### src/rtl/mem_lsu_if.sv
// mem_lsu_if: request/response handshakes and RAM bus of the load/store unit
interface mem_lsu_if #(
    parameter int ADDR_WIDTH = 32
);
    logic                  req_valid;
    logic                  req_ready;
    logic                  req_write;
    logic [2:0]            req_funct3;
    logic [ADDR_WIDTH-1:0] req_addr;
    logic [31:0]           req_wdata;
    logic                  resp_valid;
    logic                  resp_ready;
    logic [31:0]           resp_rdata;
    logic                  resp_fault;
    logic [2:0]            mem_write_enable;
    logic [ADDR_WIDTH-1:0] mem_addr;
    logic [31:0]           mem_data_in;
    logic [31:0]           mem_data_out;

    modport slave (
        input  req_valid, req_write, req_funct3, req_addr, req_wdata, resp_ready, mem_data_out,
        output req_ready, resp_valid, resp_rdata, resp_fault, mem_write_enable, mem_addr, mem_data_in
    );

    modport master (
        output req_valid, req_write, req_funct3, req_addr, req_wdata, resp_ready, mem_data_out,
        input  req_ready, resp_valid, resp_rdata, resp_fault, mem_write_enable, mem_addr, mem_data_in
    );
endinterface

### src/rtl/mem_lsu.sv
// mem_lsu: single-outstanding load/store unit in front of a big-endian byte RAM
module mem_lsu #(
    parameter int MEM_BYTES  = 2048,
    parameter int ADDR_WIDTH = 32
) (
    input logic      clk,
    input logic      reset,
    mem_lsu_if.slave bus
);
    localparam logic [1:0] IDLE   = 2'd0;
    localparam logic [1:0] ACCESS = 2'd1;
    localparam logic [1:0] RESP   = 2'd2;
    localparam logic [ADDR_WIDTH:0] LIMIT = (ADDR_WIDTH + 1)'(MEM_BYTES);

    logic [1:0]            state_q, state_d;
    logic                  write_q, write_d;
    logic [2:0]            funct3_q, funct3_d;
    logic [ADDR_WIDTH-1:0] mem_addr_q, mem_addr_d;
    logic [31:0]           wdata_q, wdata_d;
    logic [31:0]           rdata_q, rdata_d;
    logic                  fault_q, fault_d;
    logic [2:0]            size;
    logic [ADDR_WIDTH:0]   end_addr;
    logic                  illegal, misaligned, out_of_range, fault;
    logic                  sign;
    logic [31:0]           load_data;

    // classify the incoming request; end address is one bit wider so it cannot wrap
    always_comb begin
        size         = bus.req_funct3[1:0] == 2'b10 ? 3'd4 : bus.req_funct3[1:0] == 2'b01 ? 3'd2 : 3'd1;
        end_addr     = {1'b0, bus.req_addr} + (ADDR_WIDTH + 1)'(size);
        illegal      = (bus.req_funct3[1:0] == 2'b11) || (bus.req_funct3[2] && bus.req_funct3[1])
                       || (bus.req_write && bus.req_funct3[2]);
        misaligned   = (bus.req_funct3[1:0] == 2'b01 && bus.req_addr[0])
                       || (bus.req_funct3[1:0] == 2'b10 && bus.req_addr[1:0] != 2'b00);
        out_of_range = end_addr > LIMIT;
        fault        = illegal || misaligned || out_of_range;
    end

    // pick and extend the addressed bytes; both B and H sign bits sit at bit 31 of the big-endian word
    always_comb begin
        sign      = ~funct3_q[2] & bus.mem_data_out[31];
        load_data = funct3_q[1] ? bus.mem_data_out
                  : funct3_q[0] ? {{16{sign}}, bus.mem_data_out[31:16]}
                  : {{24{sign}}, bus.mem_data_out[31:24]};
    end

    // FSM next state; RAM address/data only move when a good request is accepted
    always_comb begin
        state_d    = state_q;
        write_d    = write_q;
        funct3_d   = funct3_q;
        mem_addr_d = mem_addr_q;
        wdata_d    = wdata_q;
        rdata_d    = rdata_q;
        fault_d    = fault_q;
        if (state_q == IDLE) begin
            if (bus.req_valid) begin
                write_d    = bus.req_write;
                funct3_d   = bus.req_funct3;
                mem_addr_d = fault ? mem_addr_q : bus.req_addr;
                wdata_d    = fault ? wdata_q : bus.req_wdata;
                rdata_d    = 32'd0;
                fault_d    = fault;
                state_d    = fault ? RESP : ACCESS;
            end
        end else if (state_q == ACCESS) begin
            rdata_d = write_q ? 32'd0 : load_data;
            fault_d = 1'b0;
            state_d = RESP;
        end else if (state_q == RESP) begin
            state_d = bus.resp_ready ? IDLE : RESP;
        end else begin
            state_d = IDLE;
        end
    end

    // state registers with synchronous reset
    always_ff @(posedge clk) begin
        if (reset) begin
            state_q    <= IDLE;
            write_q    <= 1'b0;
            funct3_q   <= 3'd0;
            mem_addr_q <= '0;
            wdata_q    <= 32'd0;
            rdata_q    <= 32'd0;
            fault_q    <= 1'b0;
        end else begin
            state_q    <= state_d;
            write_q    <= write_d;
            funct3_q   <= funct3_d;
            mem_addr_q <= mem_addr_d;
            wdata_q    <= wdata_d;
            rdata_q    <= rdata_d;
            fault_q    <= fault_d;
        end
    end

    assign bus.req_ready        = state_q == IDLE;
    assign bus.resp_valid       = state_q == RESP;
    assign bus.resp_rdata       = rdata_q;
    assign bus.resp_fault       = fault_q;
    assign bus.mem_addr         = mem_addr_q;
    assign bus.mem_data_in      = wdata_q;
    assign bus.mem_write_enable = (state_q == ACCESS && write_q)
                                ? (funct3_q[1] ? 3'b001 : funct3_q[0] ? 3'b010 : 3'b100)
                                : 3'b000;
endmodule
### src/flat_wrapper.sv
// flat-port wrapper written by rule: the top's interface ports become plain ports
module mem_lsu_flat 
#(
    parameter int MEM_BYTES  = 2048,
    parameter int ADDR_WIDTH = 32
)
  (clk, reset, bus_req_valid, bus_req_write, bus_req_funct3, bus_req_addr, bus_req_wdata, bus_resp_ready, bus_mem_data_out, bus_req_ready, bus_resp_valid, bus_resp_rdata, bus_resp_fault, bus_mem_write_enable, bus_mem_addr, bus_mem_data_in);
  mem_lsu_if #(.ADDR_WIDTH(ADDR_WIDTH)) bus_i ();
  input logic clk;
  input logic reset;
  input wire logic [$bits(bus_i.req_valid)-1:0] bus_req_valid;
  input wire logic [$bits(bus_i.req_write)-1:0] bus_req_write;
  input wire logic [$bits(bus_i.req_funct3)-1:0] bus_req_funct3;
  input wire logic [$bits(bus_i.req_addr)-1:0] bus_req_addr;
  input wire logic [$bits(bus_i.req_wdata)-1:0] bus_req_wdata;
  input wire logic [$bits(bus_i.resp_ready)-1:0] bus_resp_ready;
  input wire logic [$bits(bus_i.mem_data_out)-1:0] bus_mem_data_out;
  output wire logic [$bits(bus_i.req_ready)-1:0] bus_req_ready;
  output wire logic [$bits(bus_i.resp_valid)-1:0] bus_resp_valid;
  output wire logic [$bits(bus_i.resp_rdata)-1:0] bus_resp_rdata;
  output wire logic [$bits(bus_i.resp_fault)-1:0] bus_resp_fault;
  output wire logic [$bits(bus_i.mem_write_enable)-1:0] bus_mem_write_enable;
  output wire logic [$bits(bus_i.mem_addr)-1:0] bus_mem_addr;
  output wire logic [$bits(bus_i.mem_data_in)-1:0] bus_mem_data_in;
  assign bus_i.req_valid = bus_req_valid;
  assign bus_i.req_write = bus_req_write;
  assign bus_i.req_funct3 = bus_req_funct3;
  assign bus_i.req_addr = bus_req_addr;
  assign bus_i.req_wdata = bus_req_wdata;
  assign bus_i.resp_ready = bus_resp_ready;
  assign bus_i.mem_data_out = bus_mem_data_out;
  assign bus_req_ready = bus_i.req_ready;
  assign bus_resp_valid = bus_i.resp_valid;
  assign bus_resp_rdata = bus_i.resp_rdata;
  assign bus_resp_fault = bus_i.resp_fault;
  assign bus_mem_write_enable = bus_i.mem_write_enable;
  assign bus_mem_addr = bus_i.mem_addr;
  assign bus_mem_data_in = bus_i.mem_data_in;
  mem_lsu #(.MEM_BYTES(MEM_BYTES), .ADDR_WIDTH(ADDR_WIDTH)) u_core (.clk(clk), .reset(reset), .bus(bus_i));
endmodule
### config.mk
export PLATFORM = sky130hd
export DESIGN_NAME = mem_lsu_flat
export DESIGN_NICKNAME = d
export VERILOG_FILES = /design/src/rtl/mem_lsu_if.sv /design/src/rtl/mem_lsu.sv /design/src/flat_wrapper.sv
export SDC_FILE = /design/constraint.sdc
export NUM_CORES = 1
export LEC_CHECK = 0
export ABC_AREA = 0
export CORE_MARGIN = 1
export CORE_UTILIZATION = 44
export CTS_BUF_LIST = sky130_fd_sc_hd__clkbuf_16
export CTS_CLUSTER_DIAMETER = 120
export DETAILED_ROUTE_END_ITERATION = 7
export HOLD_SLACK_MARGIN = 0.12
export PLACE_DENSITY = 0.92
export SLEW_MARGIN = 25
export SYNTH_ARGS = -nofsm -noshare
export SYNTH_HDL_FRONTEND = slang
export SYNTH_SLANG_ARGS = --single-unit
export TNS_END_PERCENT = 10
### constraint.sdc
create_clock -name clk -period 4.73 [get_ports clk]
set_clock_uncertainty 0.15 [all_clocks]
set_input_delay 0.946 -clock clk [delete_from_list [all_inputs] [get_ports clk]]
set_output_delay 0.946 -clock clk [all_outputs]
set_load 0.02 [all_outputs]
==> flow_summary.ini, run 1 <==
[status]
outcome = complete, no violations

[placed_design]
place_congestion = 0.907
dp_slack_ns = -0.123
port_buffers = 205
place.detailed.instances = 881
dp_hpwl_um = 10500

[sta]
slew_headroom_pct = 41.4
rsz0062_at_grt = false
hold_violations = 0
fin_crit_sh_pct = 95.1
fin_crit_ns = 4.50
final-max-slew-violation-count = 0
clock.fmax_ghz = 0.222
finalSetupViolations = 0
worstMarginPinSlew_ns = 0.879
timing.hold.ws_ns = 0.309
layout_setup_ws_ns = 0.230

[clocking]
cts-buffers-inserted = 9
cts.sinks = 103
cts_resized = 0
clock_latency_ns = 0.34
cts.path.max_buffers = 2
post_cts_buffers = 0
cts-htree-levels = 3
root_buffer = clkbuf_16
cts_tree = done
cts.clk_slew.worst_paths_ns = 0.08
cts_hold_buf = 0

[synthesis]
synth.net_count = 673
synth_area_per_cell_um2 = 9.08
yosysMostFrequentCell = dfxtp_1
yosysSeqAreaShare_pct = 40.5
synth_top_flop_cell = dfxtp_1
ys_seq_elements = 103
synth.top_cells.by_area = dfxtp_1 (40%), mux2i_1 (11%), nand2b_1 (11%)
synth_cell_type_count = 55
async_reset_ff_share_pct = 0
synth_common_cells = dfxtp_1 (103), nand2b_1 (87), mux2i_1 (58), nand2_1 (43), o21ai_0 (32)
syn_area_um2 = 5090
synth-edff-count = 0
yosys_warnings = 0
synthDominantCellAreaShare_pct = 40.5
synth_top_area_cell = dfxtp_1
syn_inst = 561

[floorplanning]
io_pins = 206
core_um2 = 11100
die_h_um = 110
start_util_pct = 46.0
die_x_um = 110
dieArea_um2 = 12000
fp-row-count = 38

[routing]
ant_nets = 0
drt-total-wl_um = 14300
first_pass_iters = 5
initialDrtViolationCount = 371
via_count = 4817
post-route-drc-count = 0
avgRoutedWirePerCell_um = 15.9
post_drt_via_cell_ratio = 5.37

[power_and_ir_drop]
seq_power_share_pct = 48.1
swShare_pct = 25.1
p_leak_nw = 2.52
internal_power_mw = 1.37
power_mw = 1.83
p_clk_share_pct = 39.0
peakVddDrop_uv = 167
combPwrFrac_pct = 12.9
powerDensity_nw_per_um2 = 244
p_sw_mw = 0.459

[critical_path]
path_class = in -> reg
crit_arrival_ns = 4.61
worstPathCellList = clkdlybuf4s50_1 > inv_1 > ha_1 > ha_1 > fa_1 > a21oi_2 > or3_4 > o31a_1 > a21oi_1 > or4_4 > nor4_4 > buf_12 > mux2i_1
path_max_fanout = 44
startpoint_type = primary input
endpoint_kind = register
crit_slowest_cell = or4_4
worst-path-buf-inv = 3
path_delay_family = simple AND/OR/NAND/NOR gates
max_stage_delay_ns = 0.54
crit_required_ns = 4.84
cp_common_cell = ha_1

[layout]
multi_input_area_um2 = 2820
n_antenna_cell = 0
seq_area_um2 = 2060
utilization_pct = 67.7
area_growth_pct = 47.2
nFillCells = 846
fin_cells = 897
final_nets = 864
drive_gt1_share_pct = 5.02

[grt]
first_global_vias = 4617
grt_overflow = 0
grt_pass1_wl_um = 21700
antenna_found_initial = 0
grt_usage_pct = 22.8
grt_max_degree = 150

[hold_path]
min_path_type = reg -> reg

[job]
maxCapViolations = 0
metrics by stage:
step	instance area [um2]	setup TNS [ns]
2_1_floorplan	5090	0
3_3_place_gp	7200	0
3_5_place_dp	7210	-3.88
4_1_cts	7490	0
5_1_grt	7500	0
6_report	7500	0
metal layers:
metal	share of wire (%)	global-route usage [%]
met5	0	0
met4	2.9	10.5
met3	4.8	2.79
met2	51	41.0
met1	41	27.0
area by class of cell:
class | instances | area share [%]
sequential | 103 | 27.5
clock inverter | 7 | 0.801
timing repair buffer | 214 | 28.4
multi-input combinational | 417 | 37.6
inverter | 7 | 0.350
clock buffer | 9 | 3.00
tap | 140 | 2.34
power groups by stage:
stage                     logic [mW]  clock network, mW  registers (mW)
final                          0.235              0.713           0.879
after global routing           0.252              0.765           0.879
after CTS                      0.233              0.727           0.878
after detailed placement       0.231                  0           0.899
after global placement         0.225                  0           0.898
after floorplan                0.102                  0           0.894
registers in the layout, indices dropped and copies added (netlist names):
signal and cells:
u_core.bus.resp_fault 1, u_core.funct3_q 3, u_core.bus.mem_addr 32, u_core.state_q 2, u_core.bus.mem_data_in 32, u_core.bus.resp_rdata 32
u_core.write_q 1
worst paths after layout:
| path | startpoint | endpoint | slack [ns] | cells after the start |
|---|---|---|---|---|
| max | bus_req_funct3[0] | u_core.bus.mem_data_in[11] | 0.23 | 13 |
| min | u_core.bus.resp_rdata[17] | u_core.bus.resp_rdata[17] | 0.31 | 2 |
| max reg2reg | u_core.state_q[0] | u_core.bus.resp_rdata[25] | 1.88 | 6 |
| min reg2reg | u_core.bus.resp_rdata[17] | u_core.bus.resp_rdata[17] | 0.31 | 2 |
tightest hold or removal path, stage by stage, from the launching register on:
cell and delay (ns):
dfxtp_1 0.31, nand2_1 0.05, a21oi_1 0.05
layout by cell type (no fill, tap or decap), types with 3 or more instances in the layout:
cell	count
xnor2_1	6
nand2b_1	87
nand3_1	13
nand4_1	5
clkbuf_16	9
buf_4	8
nor3_1	11
or3_1	4
mux2i_1	58
ha_1	7
dfxtp_1	103
clkdlybuf4s50_1	204
nor3b_1	22
a22oi_1	9
nor2b_1	3
o221ai_1	7
a21oi_1	31
nor4_1	3
nor2_1	26
inv_6	4
inv_1	7
nand2_1	43
o21ai_0	32
xor2_1	7
cell families after synthesis:
kind of cell	Yosys count	synth area share, %
compound gates	103	12.6
xor+xnor	13	2.24
fa+ha+maj	8	2.11
buf+inv	41	4.62
flops	103	40.5
mux	58	11.4
simple gates	235	26.6
Note: power is estimated with default switching activity, not from simulation.
==> inputs of run 2 (changes only) <==
--- a/config.mk
+++ b/config.mk
@@ -7,12 +7,12 @@
 export LEC_CHECK = 0
 export ABC_AREA = 0
 export CORE_MARGIN = 1
-export CORE_UTILIZATION = 44
-export CTS_BUF_LIST = sky130_fd_sc_hd__clkbuf_16
+export CORE_UTILIZATION = 45
+export CTS_BUF_LIST = sky130_fd_sc_hd__clkbuf_8
 export CTS_CLUSTER_DIAMETER = 120
 export DETAILED_ROUTE_END_ITERATION = 7
 export HOLD_SLACK_MARGIN = 0.12
-export PLACE_DENSITY = 0.92
+export PLACE_DENSITY = 0.94
 export SLEW_MARGIN = 25
 export SYNTH_ARGS = -nofsm -noshare
 export SYNTH_HDL_FRONTEND = slang
==> flow_summary.ini, run 2 (synthesized netlist as in run 1, its figures left out) <==
[critical_path]
path_class = in -> reg
crit_arrival_ns = 4.65
path_max_fanout = 44
worstPathCellList = clkdlybuf4s50_1 > inv_1 > ha_1 > ha_1 > a21oi_1 > a211oi_1 > xnor2_1 > a21oi_1 > or4_4 > nor4_4 > buf_12 > mux2i_1
startpoint_type = primary input
crit_required_ns = 4.87
r2r-start = u_core.funct3_q[1]
crit_start = bus_req_funct3[0]
reg2reg_slack_ns = 1.89
reg2reg_to = u_core.bus.resp_rdata[24]
reg2reg_depth = 4
max_stage_delay_ns = 0.65
crit_slowest_cell = a211oi_1
endpoint_kind = register

[power_and_ir_drop]
powerDensity_nw_per_um2 = 241
swShare_pct = 23.9
power_mw = 1.80
seq_power_share_pct = 48.8
p_leak_nw = 2.50
p_clk_share_pct = 38.1
peakVddDrop_uv = 179
internal_power_mw = 1.37
combPwrFrac_pct = 13.0
p_sw_mw = 0.430

[grt]
grt_overflow = 0
antenna_found_initial = 0
grt_max_degree = 150
first_global_vias = 4518
grt_pass1_wl_um = 21900
grt_usage_pct = 23.8

[placed_design]
port_buffers = 205
dp_hpwl_um = 10600
place_congestion = 0.913
place.detailed.instances = 880
dp_slack_ns = -0.0954

[hold_path]
worstHoldPathCells = 2
holdCritStartpoint = u_core.bus.resp_rdata[25]
holdPathEnd = u_core.bus.resp_rdata[25]
min_path_type = reg -> reg

[routing]
first_pass_iters = 5
ant_nets = 0
post-route-drc-count = 0
via_count = 4825
avgRoutedWirePerCell_um = 16.1
drt-total-wl_um = 14400
post_drt_via_cell_ratio = 5.39
initialDrtViolationCount = 345

[floorplanning]
start_util_pct = 46.6
die_x_um = 108
core_um2 = 10900
io_pins = 206
fp-row-count = 38
dieArea_um2 = 11700
die_h_um = 108

[clocking]
clock_latency_ns = 0.36
cts.path.max_buffers = 2
cts_tree = done
cts_resized = 0
post_cts_buffers = 0
cts-buffers-inserted = 9
cts-htree-levels = 3
cts_hold_buf = 0
cts.clk_slew.worst_paths_ns = 0.10
cts.sinks = 103
root_buffer = clkbuf_8

[layout]
nFillCells = 840
drive_gt1_share_pct = 4.89
seq_area_um2 = 2060
multi_input_area_um2 = 2820
utilization_pct = 68.2
fin_cells = 896
final_nets = 863
n_antenna_cell = 0
mostFrequentLayoutCell = clkdlybuf4s50_1
final_cell_mix = clkdlybuf4s50_1 (204), dfxtp_1 (103), nand2b_1 (87)
area_growth_pct = 46.4

[sta]
finalSetupViolations = 0
clock.fmax_ghz = 0.222
slew_headroom_pct = 43.1
rsz0062_at_grt = false
fin_crit_ns = 4.51
worstMarginPinSlew_ns = 0.853
hold_violations = 0
layout_setup_ws_ns = 0.222
fin_crit_sh_pct = 95.3
final-max-slew-violation-count = 0

[status]
outcome = complete, no violations

[job]
maxCapViolations = 0
-- run 2: layout make-up --
class | count | area share [%]
multi-input combinational | 417 | 37.8
timing repair buffer | 213 | 28.5
sequential | 103 | 27.6
tap | 140 | 2.35
clock buffer | 10 | 1.85
clock inverter | 6 | 1.54
inverter | 7 | 0.352
-- run 2: stage by stage --
step / cell area, um2 / hold slack, ns / setup TNS [ns]
2_1_floorplan: 5090 / 0.313 / 0
3_3_place_gp: 7190 / 0.289 / 0
3_5_place_dp: 7200 / 0.296 / -2.08
4_1_cts: 7450 / 0.310 / 0
5_1_grt: 7460 / 0.336 / 0
6_report: 7460 / 0.307 / 0
-- run 2: how the worst max path moves through the flow --
stage / to / slack (ns)
floorplan: u_core.bus.mem_addr[10] / 0.67
global placement: u_core.bus.mem_data_in[13] / 0.04
detailed placement: u_core.bus.mem_data_in[10] / -0.1
CTS: u_core.bus.mem_data_in[10] / 0.27
global route: u_core.bus.mem_addr[1] / 0.004
finish: u_core.bus.mem_data_in[10] / 0.22
-- run 2: power groups by stage --
stage / Clock (mW) / Combinational [mW] / Sequential, mW
5_1_grt: 0.731 / 0.253 / 0.880
4_1_cts: 0.697 / 0.234 / 0.879
3_3_place_gp: 0 / 0.226 / 0.899
6_report: 0.686 / 0.235 / 0.879
3_5_place_dp: 0 / 0.232 / 0.899
2_1_floorplan: 0 / 0.102 / 0.894
-- run 2: worst max-delay path: cells and delay by family --
family	cells	cell delay (ns)
and+or+nand+nor	2	0.89
buffers and inverters	3	0.88
adders and majority gates	2	0.59
muxes	1	0.27
AOI/OAI and AO/OA	3	0.85
xor gates and xnor gates	1	0.20
-- run 2: metal layers --
layer,GRT usage [%],part of all wire [%],wire (um)
met1,27.9,40,5810
met2,42.0,51,7340
met3,3.80,5.9,844
met4,11.5,2.7,386
met5,0,0,0
==> inputs of run 3 (changes only) <==
--- a/config.mk
+++ b/config.mk
@@ -10,6 +10,7 @@
 export CORE_UTILIZATION = 45
 export CTS_BUF_LIST = sky130_fd_sc_hd__clkbuf_8
 export CTS_CLUSTER_DIAMETER = 120
+export CTS_CLUSTER_SIZE = 20
 export DETAILED_ROUTE_END_ITERATION = 7
 export HOLD_SLACK_MARGIN = 0.12
 export PLACE_DENSITY = 0.94
==> results of run 3 <==
The final DEF is identical to that of run 2; final timing and power are the same.
